**config.mk**
```make
export PLATFORM = sky130hd
export DESIGN_NAME = pc_queue_flat
export DESIGN_NICKNAME = d
export VERILOG_FILES = /design/src/rtl/pc_queue_if.sv /design/src/rtl/pc_queue.sv /design/src/flat_wrapper.sv
export SDC_FILE = /design/constraint.sdc
export NUM_CORES = 1
export LEC_CHECK = 0
export ABC_AREA = 1
export CORE_MARGIN = 2
export CORE_UTILIZATION = 48
export CTS_CLUSTER_DIAMETER = 120
export DETAILED_ROUTE_END_ITERATION = 10
export GPL_TIMING_DRIVEN = 0
export PLACE_DENSITY = 0.77
export SYNTH_ARGS = -nofsm -noshare
export SYNTH_HDL_FRONTEND = slang
export SYNTH_SLANG_ARGS = --single-unit
```
**constraint.sdc**
```tcl
create_clock -name clk -period 1.67 [get_ports clk]
set_input_delay 0.2505 -clock clk [delete_from_list [all_inputs] [get_ports clk]]
set_output_delay 0.2505 -clock clk [all_outputs]
set_load 0.01 [all_outputs]
```
**src/rtl/pc_queue_if.sv**
```systemverilog
// Fetch-side bundle for pc_queue: queue controls from the pipeline and the
// registered address queue and interruption copies driven back to it.
interface pc_queue_if #(
  parameter int WIDTH = 32
);
  logic             LE;
  logic             branch_taken;
  logic [WIDTH-1:0] branch_target;
  logic             trap;
  logic             rfi;
  logic [WIDTH-1:0] PC;
  logic [WIDTH-1:0] nPC;
  logic [WIDTH-1:0] link;
  logic             in_delay_slot;
  logic [WIDTH-1:0] saved_PC;
  logic [WIDTH-1:0] saved_nPC;

  modport master (
    output LE, branch_taken, branch_target, trap, rfi,
    input  PC, nPC, link, in_delay_slot, saved_PC, saved_nPC
  );

  modport slave (
    input  LE, branch_taken, branch_target, trap, rfi,
    output PC, nPC, link, in_delay_slot, saved_PC, saved_nPC
  );
endinterface

```
**src/rtl/pc_queue.sv**
```systemverilog
// Two-entry instruction-address queue (PC / nPC) with one branch delay slot
// and trap / return-from-interrupt capture and restore of the whole queue.
module pc_queue #(
  parameter int                   WIDTH    = 32,
  parameter int                   STEP     = 4,
  parameter logic [WIDTH-1:0]     RESET_PC = '0,
  parameter logic [WIDTH-1:0]     TRAP_VEC = 32'h0000_0100
) (
  input  logic      clk,
  input  logic      reset,
  pc_queue_if.slave bus
);

  typedef enum logic [1:0] {
    RUN,
    DELAY,
    TRAPPED
  } state_e;

  localparam logic [WIDTH-1:0] STEP_W     = WIDTH'(STEP);
  localparam logic [WIDTH-1:0] LINK_OFS   = WIDTH'(2 * STEP);
  // STEP is a power of two, so STEP-1 covers exactly the sub-instruction bits.
  localparam logic [WIDTH-1:0] ALIGN_MASK = ~(STEP_W - WIDTH'(1));

  state_e           state_q, state_d;
  logic [WIDTH-1:0] pc_q, pc_d;
  logic [WIDTH-1:0] npc_q, npc_d;
  logic [WIDTH-1:0] saved_pc_q, saved_pc_d;
  logic [WIDTH-1:0] saved_npc_q, saved_npc_d;
  logic [WIDTH-1:0] target_aligned;

  assign target_aligned = bus.branch_target & ALIGN_MASK;

  always_comb begin
    // NOTE: every variable gets its hold value first so no path infers a latch.
    state_d     = state_q;
    pc_d        = pc_q;
    npc_d       = npc_q;
    saved_pc_d  = saved_pc_q;
    saved_npc_d = saved_npc_q;

    if (bus.trap) begin
      saved_pc_d  = pc_q;
      saved_npc_d = npc_q;
      pc_d        = TRAP_VEC;
      npc_d       = TRAP_VEC + STEP_W;
      state_d     = TRAPPED;
    end else if (bus.rfi) begin
      pc_d    = saved_pc_q;
      npc_d   = saved_npc_q;
      state_d = RUN;
    end else if (bus.LE) begin
      // The queue shifts forward; a taken branch lands behind the delay slot.
      pc_d    = npc_q;
      npc_d   = bus.branch_taken ? target_aligned : npc_q + STEP_W;
      state_d = bus.branch_taken ? DELAY : RUN;
    end
  end

  always_ff @(posedge clk) begin
    // NOTE: sequential state uses non-blocking assignments so all flops update together.
    if (reset) begin
      state_q     <= RUN;
      pc_q        <= RESET_PC;
      npc_q       <= RESET_PC + STEP_W;
      saved_pc_q  <= '0;
      saved_npc_q <= '0;
    end else begin
      state_q     <= state_d;
      pc_q        <= pc_d;
      npc_q       <= npc_d;
      saved_pc_q  <= saved_pc_d;
      saved_npc_q <= saved_npc_d;
    end
  end

  assign bus.PC            = pc_q;
  assign bus.nPC           = npc_q;
  assign bus.link          = pc_q + LINK_OFS;
  assign bus.in_delay_slot = (state_q == DELAY);
  assign bus.saved_PC      = saved_pc_q;
  assign bus.saved_nPC     = saved_npc_q;

endmodule

```
**src/flat_wrapper.sv**
```systemverilog
// flat-port wrapper written by rule: the top's interface ports become plain ports
module pc_queue_flat 
#(
  parameter int                   WIDTH    = 32,
  parameter int                   STEP     = 4,
  parameter logic [WIDTH-1:0]     RESET_PC = '0,
  parameter logic [WIDTH-1:0]     TRAP_VEC = 32'h0000_0100
)
  (clk, reset, bus_LE, bus_branch_taken, bus_branch_target, bus_trap, bus_rfi, bus_PC, bus_nPC, bus_link, bus_in_delay_slot, bus_saved_PC, bus_saved_nPC);
  pc_queue_if #(.WIDTH(WIDTH)) bus_i ();
  input  logic clk;
  input  logic reset;
  input wire logic [$bits(bus_i.LE)-1:0] bus_LE;
  input wire logic [$bits(bus_i.branch_taken)-1:0] bus_branch_taken;
  input wire logic [$bits(bus_i.branch_target)-1:0] bus_branch_target;
  input wire logic [$bits(bus_i.trap)-1:0] bus_trap;
  input wire logic [$bits(bus_i.rfi)-1:0] bus_rfi;
  output wire logic [$bits(bus_i.PC)-1:0] bus_PC;
  output wire logic [$bits(bus_i.nPC)-1:0] bus_nPC;
  output wire logic [$bits(bus_i.link)-1:0] bus_link;
  output wire logic [$bits(bus_i.in_delay_slot)-1:0] bus_in_delay_slot;
  output wire logic [$bits(bus_i.saved_PC)-1:0] bus_saved_PC;
  output wire logic [$bits(bus_i.saved_nPC)-1:0] bus_saved_nPC;
  assign bus_i.LE = bus_LE;
  assign bus_i.branch_taken = bus_branch_taken;
  assign bus_i.branch_target = bus_branch_target;
  assign bus_i.trap = bus_trap;
  assign bus_i.rfi = bus_rfi;
  assign bus_PC = bus_i.PC;
  assign bus_nPC = bus_i.nPC;
  assign bus_link = bus_i.link;
  assign bus_in_delay_slot = bus_i.in_delay_slot;
  assign bus_saved_PC = bus_i.saved_PC;
  assign bus_saved_nPC = bus_i.saved_nPC;
  pc_queue #(.WIDTH(WIDTH), .STEP(STEP), .RESET_PC(RESET_PC), .TRAP_VEC(TRAP_VEC)) u_core (.clk(clk), .reset(reset), .bus(bus_i));
endmodule
```
==> impl_metrics.tcl <==
set metrics [dict create \
    first_pass_iters 5 \
    die-area_sq_mm 0.0155 \
    yosys.area.top_type "dfxtp_1" \
    top_layer "met4" \
    fmax_mhz 437 \
    syn_nets 1054 \
    min_period_ns 2.29 \
    wl_met3_um 2650 \
    pin_count 199 \
    ys_seq_elements 130 \
    drive_gt1_frac 0.260 \
    r2r_start "u_core.bus.nPC[4]$_SDFFE_PP0P_" \
    finalHoldViolCount 0 \
    gp_congestion 1.01 \
    sw_frac_of_total 0.271 \
    comb_power_share 0.129 \
    dp_cells 1389 \
    min_path_type "in2reg" \
    layoutNonFillerInstCount 1491 \
    switchingPower_w 0.00233 \
    p_leak_nw 4.72 \
    num_antenna_cells 0 \
    netlist.area_leader.share 0.374 \
    cts.sinks 130 \
    portBuffers 195 \
    p_per_area_mw_per_mm2 789 \
    critPathSlowestCell "dfxtp_4" \
    wl_per_cell_um 20.8 \
    async_reset_ff_frac 0 \
    regArea_sq_mm 0.00274 \
    max-cap-violations 0 \
    violations "setup timing" \
    min_to "u_core.state_q[0]$_SDFFE_PP0P_" \
    seq_area_frac_synth 0.374 \
    cts_tree "done" \
    wl_met1_um 11900 \
    setup_ws_ns -0.616 \
    yosys-top-cells-area "dfxtp_1, nand2_1, nor2_1" \
    avgViaCountPerCell 5.87 \
    timing.rr.end "u_core.bus.nPC[23]$_SDFFE_PP0P_" \
    cp_cell_sequence "buf_6 -> nand2_8 -> nor2_4 -> nand2_1 -> nor3_2 -> nand4_1 -> xor2_1 -> buf_2" \
    gr-total-overflow 0 \
    place_ws_ns -0.643 \
    p_int_w 0.00625 \
    synth.most_common_cell "nand2_1" \
    dpl.hpwl_um 20400 \
    path_clk_slew_ns 0.06 \
    routed-wl-met2_um 14800 \
    cts_buffer_depth 2 \
    via_count 8756 \
    drt_wl_total_um 31000 \
    remaining_drc_errors 0 \
    drtIter0Drc 980 \
    r2r_slack_ns 0.07 \
    syn_area_per_cell_sq_um 6.86 \
    syn_area_sq_mm 0.00695 \
    clock_skew_ns 0.0140 \
    start_util 0.495 \
    grt_pass1_wl_um 44000 \
    core.rowCount 43 \
    die_w_um 124 \
    sequentialPowerShare 0.391 \
    critPathMaxStageDelay_ns 0.39 \
    h-tree-depth 4 \
    synth_cell_types 40 \
    final_nets 1339 \
    ff2ff_path_depth 10 \
    ys.flop_type "dfxtp_1" \
    crit_path_end_kind "output pin" \
    setup_violations 26 \
    grt_pass1_vias 8112 \
    antenna_found_initial 0 \
    start_kind "register" \
    clk_latency_ns 0.43 \
    required_ns 1.42 \
    fp.dieH_um 124 \
    tightest_slew_ns 0.712 \
    cts_hold_buf 0 \
    hold_start "bus_LE" \
    synth_warnings 0 \
    finalMaxSlewViolations 0 \
    crit_arrival_ns 2.04 \
    synth_cells 1014 \
    ctsRootBufferMaster "clkbuf_16" \
    grt_usage 0.360 \
    clockPowerShare 0.480 \
    critPathKind "reg2out" \
    synthTopCellsByCount "nand2_1, nor2_1, dfxtp_1" \
    worstPathMaxFanout 4 \
    status "finished, violations left" \
    numCtsBuffers 17 \
    irDropWorstVdd_mv 0.598 \
    areaGrowthSynthToFinish_pct 56.3 \
    ant_nets 0 \
    fin_crit_sh 1.37 \
    core_sq_mm 0.0140 \
    holdPathStages 3 \
    fillers 1006 \
    synth-edff-count 0 \
    rsz0062_at_grt "true" \
    relSlewSlack 0.526 \
    multi_input_area_sq_mm 0.00415 \
    grt_start_max_net_pins 17 \
]
[worst max-delay path by stage]
stage | from | end | slack (ns) | cells past startpoint
finish | u_core.bus.PC[13]$_SDFFE_PP0P_ | bus_link[28] | -0.62 | 8
global route | u_core.bus.PC[13]$_SDFFE_PP0P_ | bus_link[28] | -0.59 | 8
CTS | u_core.bus.PC[5]$_SDFFE_PP0P_ | bus_link[23] | -0.40 | 9
detailed placement | u_core.bus.PC[3]$_SDFFE_PP0P_ | bus_link[27] | -0.64 | 7
global placement | u_core.bus.PC[3]$_SDFFE_PP0P_ | bus_link[31] | -0.63 | 8
floorplan | u_core.bus.PC[3]$_SDFFE_PP0P_ | bus_link[27] | 0.002 | 6
[power by group through the flow]
stage | registers [W] | logic, W | clock network (W)
finish | 0.00335 | 0.00111 | 0.00412
CTS | 0.00334 | 0.00105 | 0.00408
global placement | 0.00343 | 0.00102 | 0
global route | 0.00337 | 0.00117 | 0.00424
detailed placement | 0.00343 | 0.00103 | 0
floorplan | 0.00345 | 0.000441 | 0
[per-stage QoR]
step / hold slack (ns) / area [sq um] / TNS (ns) / util / power [W]
floorplan: 0.320 / 6960 / 0 / - / 0.00389
global placement: 0.451 / 9140 / -47.37 / 0.651 / 0.00445
finish: 0.299 / 10900 / -9.83 / 0.774 / 0.00858
detailed placement: 0.457 / 9140 / -49.31 / 0.651 / 0.00446
global route: 0.307 / 10900 / -10.87 / 0.774 / 0.00878
CTS: 0.306 / 10500 / -6.87 / 0.746 / 0.00847
[worst max-delay path, delay by kind of cell (launching register included)]
kind	cells	cell delay (ns)
AND/OR/NAND/NOR	5	0.58
buffers and inverters	2	0.34
XOR/XNOR	1	0.30
flip-flops	1	0.39
[cells in the final DEF (no fill, tap or decap), types with 6 or more instances in the layout]
cell             count
a21oi_1             71
a22oi_1             41
buf_1                6
buf_2               40
buf_4               63
buf_6               19
clkbuf_1            16
clkbuf_16           17
clkbuf_2            12
clkdlybuf4s50_1    138
dfxtp_1             73
dfxtp_2             30
dfxtp_4             27
dlygate4sd2_1       19
dlymetal6s2s_1       8
inv_1               91
inv_2                7
inv_6                6
nand2_1            172
nand2_2             13
nand2_4             14
nand3_1             37
nand3_4              6
nand4_1             11
nor2_1             128
nor2_2              13
nor2_4              23
nor3_4               6
o211ai_1             6
o21ai_0             93
o21ai_1             19
xor2_1              21
[kinds of logic after synthesis]
group	after synthesis	synth area share
xor+xnor	30	0.0378
simple gates	440	0.284
buf+inv	164	0.0955
flops	130	0.374
fa+ha+maj	2	0.00360
compound gates	248	0.204
[per-layer routing]
layer | GRT usage | vias up
met5 | 0 | -
met4 | 0.167 | 0
met3 | 0.0739 | 128
li1 | - | 3905
met2 | 0.611 | 631
met1 | 0.437 | 4092
[final cells by class]
cell class,count,share of cell area
clock inverters,13,0.0182
clock buffers,18,0.0404
repair buffers,267,0.222
plain buffers,55,0.0253
multi-input cells,720,0.381
flip-flops and latches,130,0.252
well taps,180,0.0207
inverters,108,0.0402
[flip-flops by register name (all words and copies together), names as in the netlist]
signal                count
u_core.bus.PC            32
u_core.state_q            2
u_core.bus.saved_PC      32
u_core.bus.saved_nPC     32
u_core.bus.nPC           32
[repair_timing]
action                                  4_1_cts  5_1_grt
pin swaps                                    45       47
gates resized for setup                     286       89
endpoints found under the setup margin      115       87
setup buffers                                54       21
Power figures use the tool's default switching activity.
